File: src/rtl/strobe_writer_if.sv
// Request/status and register-bank lines between a bus-decode initiator and strobe_writer.
// The master side issues requests; the slave side sequences d/c/s/r onto the register bank.
interface strobe_writer_if #(
  parameter int WIDTH = 8
);
  logic             wr_req;
  logic [1:0]       wr_cmd;
  logic [WIDTH-1:0] wr_data;
  logic             busy;
  logic             done;
  logic [WIDTH-1:0] d_out;
  logic             c_out;
  logic             s_out;
  logic             r_out;

  modport master (
    output wr_req, wr_cmd, wr_data,
    input  busy, done, d_out, c_out, s_out, r_out
  );

  modport slave (
    input  wr_req, wr_cmd, wr_data,
    output busy, done, d_out, c_out, s_out, r_out
  );
endinterface

File: src/rtl/strobe_writer.sv
// Turns a one-cycle write/set/reset request into data setup, a fixed-width strobe and data hold.
// All outputs are registered on posedge so negedge-sampling register models see half a cycle of margin.
module strobe_writer #(
  parameter int WIDTH = 8,
  parameter int SETUP = 1,
  parameter int PULSE = 2,
  parameter int HOLD  = 1
) (
  input  logic clock,
  input  logic resb,
  strobe_writer_if.slave bus
);

  localparam int PULSE_E = (PULSE < 1) ? 1 : PULSE;
  localparam int MAX_A   = (SETUP > PULSE_E) ? SETUP : PULSE_E;
  localparam int MAX_V   = (MAX_A > HOLD) ? MAX_A : HOLD;
  localparam int CW      = (MAX_V < 2) ? 1 : $clog2(MAX_V + 1);

  localparam logic [CW-1:0] SETUP_C = CW'(SETUP);
  localparam logic [CW-1:0] PULSE_C = CW'(PULSE_E);
  localparam logic [CW-1:0] HOLD_C  = CW'(HOLD);
  localparam logic [CW-1:0] ONE_C   = CW'(1);
  localparam bit HAS_SETUP = (SETUP > 0);
  localparam bit HAS_HOLD  = (HOLD > 0);

  typedef enum logic [1:0] {
    ST_IDLE   = 2'b00,
    ST_SETUP  = 2'b01,
    ST_STROBE = 2'b10,
    ST_HOLD   = 2'b11
  } state_t;

  state_t           state_r, state_s;
  logic [CW-1:0]    cnt_r, cnt_s;
  logic [1:0]       cmd_r, cmd_s;
  logic [WIDTH-1:0] d_out_r, d_s;
  logic             c_out_r, c_s;
  logic             s_out_r, s_s;
  logic             r_out_r, r_s;
  logic             busy_r, busy_s;
  logic             done_r, done_s;

  // Next state, counter reload/countdown, and next value of every registered output.
  always_comb begin
    state_s = state_r;
    cnt_s   = cnt_r;
    cmd_s   = cmd_r;
    d_s     = d_out_r;
    done_s  = 1'b0;
    case (state_r)
      ST_IDLE: begin
        if (bus.wr_req) begin
          cmd_s = bus.wr_cmd;
          d_s   = bus.wr_data;
          if (HAS_SETUP) begin
            state_s = ST_SETUP;
            cnt_s   = SETUP_C;
          end else begin
            state_s = ST_STROBE;
            cnt_s   = PULSE_C;
          end
        end else begin
          state_s = ST_IDLE;
        end
      end
      ST_SETUP: begin
        if (cnt_r <= ONE_C) begin
          state_s = ST_STROBE;
          cnt_s   = PULSE_C;
        end else begin
          cnt_s = cnt_r - ONE_C;
        end
      end
      ST_STROBE: begin
        if (cnt_r <= ONE_C) begin
          if (HAS_HOLD) begin
            state_s = ST_HOLD;
            cnt_s   = HOLD_C;
          end else begin
            state_s = ST_IDLE;
            done_s  = 1'b1;
          end
        end else begin
          cnt_s = cnt_r - ONE_C;
        end
      end
      ST_HOLD: begin
        if (cnt_r <= ONE_C) begin
          state_s = ST_IDLE;
          done_s  = 1'b1;
        end else begin
          cnt_s = cnt_r - ONE_C;
        end
      end
      default: begin
        state_s = ST_IDLE;
        cnt_s   = ONE_C;
      end
    endcase
    // Command 11 keeps the sequence timing but raises no strobe.
    c_s    = (state_s == ST_STROBE) && (cmd_s == 2'b00);
    s_s    = (state_s == ST_STROBE) && (cmd_s == 2'b01);
    r_s    = (state_s == ST_STROBE) && (cmd_s == 2'b10);
    busy_s = (state_s != ST_IDLE);
  end

  // State and output registers; synchronous reset aborts any sequence without a done pulse.
  always_ff @(posedge clock) begin
    if (!resb) begin
      state_r <= ST_IDLE;
      cnt_r   <= ONE_C;
      cmd_r   <= 2'b00;
      d_out_r <= {WIDTH{1'b0}};
      c_out_r <= 1'b0;
      s_out_r <= 1'b0;
      r_out_r <= 1'b0;
      busy_r  <= 1'b0;
      done_r  <= 1'b0;
    end else begin
      state_r <= state_s;
      cnt_r   <= cnt_s;
      cmd_r   <= cmd_s;
      d_out_r <= d_s;
      c_out_r <= c_s;
      s_out_r <= s_s;
      r_out_r <= r_s;
      busy_r  <= busy_s;
      done_r  <= done_s;
    end
  end

  assign bus.d_out = d_out_r;
  assign bus.c_out = c_out_r;
  assign bus.s_out = s_out_r;
  assign bus.r_out = r_out_r;
  assign bus.busy  = busy_r;
  assign bus.done  = done_r;

endmodule
File: src/flat_wrapper.sv
// flat-port wrapper written by rule: the top's interface ports become plain ports
module strobe_writer_flat 
#(
  parameter int WIDTH = 8,
  parameter int SETUP = 1,
  parameter int PULSE = 2,
  parameter int HOLD  = 1
)
  (clock, resb, bus_wr_req, bus_wr_cmd, bus_wr_data, bus_busy, bus_done, bus_d_out, bus_c_out, bus_s_out, bus_r_out);
  strobe_writer_if #(.WIDTH(WIDTH)) bus_i ();
  input  logic clock;
  input  logic resb;
  input wire logic [$bits(bus_i.wr_req)-1:0] bus_wr_req;
  input wire logic [$bits(bus_i.wr_cmd)-1:0] bus_wr_cmd;
  input wire logic [$bits(bus_i.wr_data)-1:0] bus_wr_data;
  output wire logic [$bits(bus_i.busy)-1:0] bus_busy;
  output wire logic [$bits(bus_i.done)-1:0] bus_done;
  output wire logic [$bits(bus_i.d_out)-1:0] bus_d_out;
  output wire logic [$bits(bus_i.c_out)-1:0] bus_c_out;
  output wire logic [$bits(bus_i.s_out)-1:0] bus_s_out;
  output wire logic [$bits(bus_i.r_out)-1:0] bus_r_out;
  assign bus_i.wr_req = bus_wr_req;
  assign bus_i.wr_cmd = bus_wr_cmd;
  assign bus_i.wr_data = bus_wr_data;
  assign bus_busy = bus_i.busy;
  assign bus_done = bus_i.done;
  assign bus_d_out = bus_i.d_out;
  assign bus_c_out = bus_i.c_out;
  assign bus_s_out = bus_i.s_out;
  assign bus_r_out = bus_i.r_out;
  strobe_writer #(.WIDTH(WIDTH), .SETUP(SETUP), .PULSE(PULSE), .HOLD(HOLD)) u_core (.clock(clock), .resb(resb), .bus(bus_i));
endmodule
File: config.mk
export PLATFORM = sky130hd
export DESIGN_NAME = strobe_writer_flat
export DESIGN_NICKNAME = d
export VERILOG_FILES = /design/src/rtl/strobe_writer_if.sv /design/src/rtl/strobe_writer.sv /design/src/flat_wrapper.sv
export SDC_FILE = /design/constraint.sdc
export NUM_CORES = 1
export LEC_CHECK = 0
export CAP_MARGIN = 40
export CORE_UTILIZATION = 42
export CTS_CLUSTER_DIAMETER = 30
export DETAILED_ROUTE_END_ITERATION = 6
export GPL_ROUTABILITY_DRIVEN = 0
export PLACE_DENSITY = 0.79
export SLEW_MARGIN = 20
export SYNTH_ARGS = -nofsm -noshare
export SYNTH_HDL_FRONTEND = slang
export SYNTH_SLANG_ARGS = --single-unit
File: constraint.sdc
create_clock -name clock -period 1.75 [get_ports clock]
set_clock_uncertainty 0.2 [all_clocks]
set_input_delay 0.35 -clock clock [delete_from_list [all_inputs] [get_ports clock]]
set_output_delay 0.35 -clock clock [all_outputs]
set_load 0.02 [all_outputs]
==> metrics.json <==
{
  "layout_min_cycle_time_ps": 1690,
  "start_util_pct": 47.1,
  "post-synth-top-count-cell": "nand2_1",
  "final-seq-area_um2": 383,
  "finish.net_count": 150,
  "hold_path.class": "register to register",
  "grt_use_total_pct": 18.7,
  "clkSlewWorstSetupHoldPaths_ps": 110,
  "cts_tree": "built",
  "leakage_uw": 0.000539,
  "clkLatencyLatePin_ps": 290,
  "clockPowerShare_pct": 22.4,
  "postSynthAreaPerCell_um2": 8.67,
  "max_ir_drop_vdd_mv": 0.573,
  "r2r.worst_path.cells": 3,
  "syn_nets": 117,
  "fp.dieW_um": 47.2,
  "mappedNetlistArea_um2": 858,
  "critical_path.max_fanout": 2,
  "detailedPlacementHpwl_um": 1330,
  "p_int_uw": 691,
  "final_antenna_net_count": 0,
  "io_buffer_count": 25,
  "fmax_mhz": 591,
  "die_area_um2": 2230,
  "drt-initial-drc-count": 13,
  "worst_slew_pin_slew_ps": 527,
  "first_global_vias": 661,
  "core-area_um2": 1820,
  "fillers": 167,
  "post_synth_arst_share_pct": 0,
  "vias_per_cell": 5.02,
  "setup_violations": 0,
  "final_core_utilization_pct": 66.0,
  "min_period_over_period_pct": 96.6,
  "global_route.overflow_total": 0,
  "synth_top_cells_by_area": "dfxtp_1 (44%), nand2_1 (10%), a21oi_1 (7.6%)",
  "grt_pass1_wl_um": 2900,
  "synth_sequential_area_ratio_pct": 44.3,
  "crit_arrival_ps": 1710,
  "max-clock-path-buffers": 2,
  "area_growth_pct": 39.9,
  "yosysWarnings": 0,
  "number_of_antenna_violations_at_the_first_check_in_global_routing": 0,
  "i_o_pins": 26,
  "slew_violations": 0,
  "synth.top_cell.area_share_pct": 44.3,
  "multi_input_area_um2": 434,
  "endpoint_kind": "register",
  "synth-edff-count": 0,
  "seq_power_share_pct": 50.2,
  "timing.rr.end": "u_core.cnt_r[0]$_SDFFE_PN1P_",
  "postSynth.topFlopCell": "dfxtp_1",
  "grt_max_degree": 17,
  "cts.htree.levels": 1,
  "maxSlewHeadroom_pct": 64.8,
  "slowest_delay_ps": 480,
  "holdCritStartpoint": "u_core.bus.d_out[2]$_SDFFE_PN0P_",
  "worst_path_max_delay_cell": "clkdlybuf4s50_1",
  "cts-buffers-inserted": 3,
  "vias": 783,
  "floorplan.rows": 15,
  "netlist_top_cells_count": "nand2_1 (23), dfxtp_1 (19), a21oi_1 (13), ha_1 (5), inv_1 (5)",
  "rsz_0062_raised_after_global_routing": "false",
  "comb_power_share_pct": 27.4,
  "first_pass_iters": 4,
  "max_cap_viol_count": 0,
  "cp_cell_sequence": "clkdlybuf4s50_1 -> or3b_4 -> or3_1 -> a211oi_2",
  "postCtsSetupBuffers": 0,
  "wl_per_cell_um": 11.4,
  "status": "finished, final reports clean",
  "fin_hold_ws_ps": 263,
  "synth_largest_area_cell": "dfxtp_1",
  "power.switching_uw": 303,
  "die_height_um": 47.2,
  "postRouteWirelength_um": 1770,
  "holdPathEnd": "u_core.bus.d_out[2]$_SDFFE_PN0P_",
  "regToRegSetupSlack_ps": 140,
  "critical_path_class": "input pin to register",
  "synthDistinctLibCells": 27,
  "totalNegativeSetupSlack_ps": 0,
  "clock-root-buffer": "clkbuf_4",
  "worstSetupStartpointType": "input pin",
  "hold_depth": 2,
  "hold_viol_final": 0,
  "route.detailed.drc": 0,
  "final_layout_size_suffix_gt1_share_pct": 13.7,
  "switching_share_pct": 30.4,
  "synth_seq_cells": 19,
  "clock_sink_count": 19,
  "reg_to_reg_startpoint": "u_core.state_r[0]$_SDFF_PN0_",
  "cp_data_required_time_ps": 1770,
  "finalPower_uw": 994,
  "synth_instances": 99,
  "diodes": 0,
  "pwr_density_cell_nw_per_um2": 828
}
## metal layers
| layer | vias to the layer above | part of all wire [%] | GRT usage (%) |
|---|---|---|---|
| met1 | 356 | 45 | 24.9 |
| met4 | 0 | 0.79 | 8.57 |
| met2 | 23 | 49 | 29.4 |
| met5 | - | 0 | 0 |
| met3 | 2 | 5.8 | 3.08 |
| li1 | 402 | - | - |
## critical path: cells and delay by family
family / cells / cell delay, ps
AO/OA/AOI/OAI: 1 / 170
AND/OR/NAND/NOR: 2 / 700
buffers and inverters: 1 / 480
## power by group through the flow
stage | Sequential, µW | Combinational (µW) | Clock [µW]
after floorplan | 524 | 139 | 0
after global placement | 505 | 277 | 0
after detailed placement | 508 | 285 | 0
after CTS | 498 | 271 | 227
after global routing | 506 | 301 | 247
final | 499 | 272 | 223
## per-stage QoR
stage               instances  area (µm²)  setup slack, ps
finish                    156        1200             59.1
detailed placement        152        1180             -248
floorplan                  99         858              179
CTS                       156        1190             44.0
global route              156        1200             36.7
global placement          152        1180             -211
## cell families (layout without fill, tap and decap cells)
family	count (synthesis)	after routing	share of synthesized area, %
simple gates	40	40	23.5
buf+inv	10	42	5.54
fa+ha+maj	5	5	7.29
flops	19	19	44.3
compound gates	23	23	16.9
mux	2	2	2.48
## cell type report
type / count / area share, %
Sequential cell: 19 / 31.9
Timing Repair Buffer: 33 / 25.5
Multi-Input combinational cell: 70 / 36.1
Inverter: 5 / 1.56
Clock inverter: 1 / 0.417
Tap cell: 25 / 2.60
Clock buffer: 3 / 1.88
## registers in the layout, summed over array words and instances, names as in the netlist
signal / flops
u_core.bus.busy: 1
u_core.bus.c_out: 1
u_core.bus.d_out: 8
u_core.bus.done: 1
u_core.bus.r_out: 1
u_core.bus.s_out: 1
u_core.cmd_r: 2
u_core.cnt_r: 2
u_core.state_r: 2
## layout by cell type (no fill, tap or decap), types with 2 or more instances in the layout
cell / n
a211oi_1: 2
nor2b_1: 3
o21ai_0: 2
clkbuf_4: 3
dfxtp_2: 2
dlygate4sd2_1: 13
or3_1: 2
dfxtp_1: 17
nor3_1: 2
ha_1: 5
and2_1: 2
a21oi_1: 13
inv_1: 5
clkdlybuf4s50_1: 12
nand3b_1: 4
nand2_1: 23
buf_4: 7
## worst max-delay path by stage
| stage | start | depth (start not counted) | slack (ps) | to |
|---|---|---|---|---|
| after floorplan | u_core.state_r[0]$_SDFF_PN0_ | 4 | 180 | u_core.bus.c_out$_SDFF_PN0_ |
| after global placement | bus_wr_req | 4 | -210 | u_core.bus.c_out$_SDFF_PN0_ |
| after detailed placement | bus_wr_req | 4 | -250 | u_core.bus.c_out$_SDFF_PN0_ |
| after CTS | u_core.cnt_r[1]$_SDFFE_PN0P_ | 5 | 40 | u_core.bus.r_out$_SDFF_PN0_ |
| after global routing | u_core.cnt_r[1]$_SDFFE_PN0P_ | 5 | 40 | u_core.bus.r_out$_SDFF_PN0_ |
| final | bus_wr_req | 4 | 60 | u_core.bus.c_out$_SDFF_PN0_ |
## what timing repair did
action                     4_1_cts  5_1_grt
pin swaps                        0        0
gates cloned                     0        0
setup endpoints to repair       13        5
gates resized for setup         13        3
hold buffers                     0        0
No activity file was read; power rests on OpenSTA's default activity.
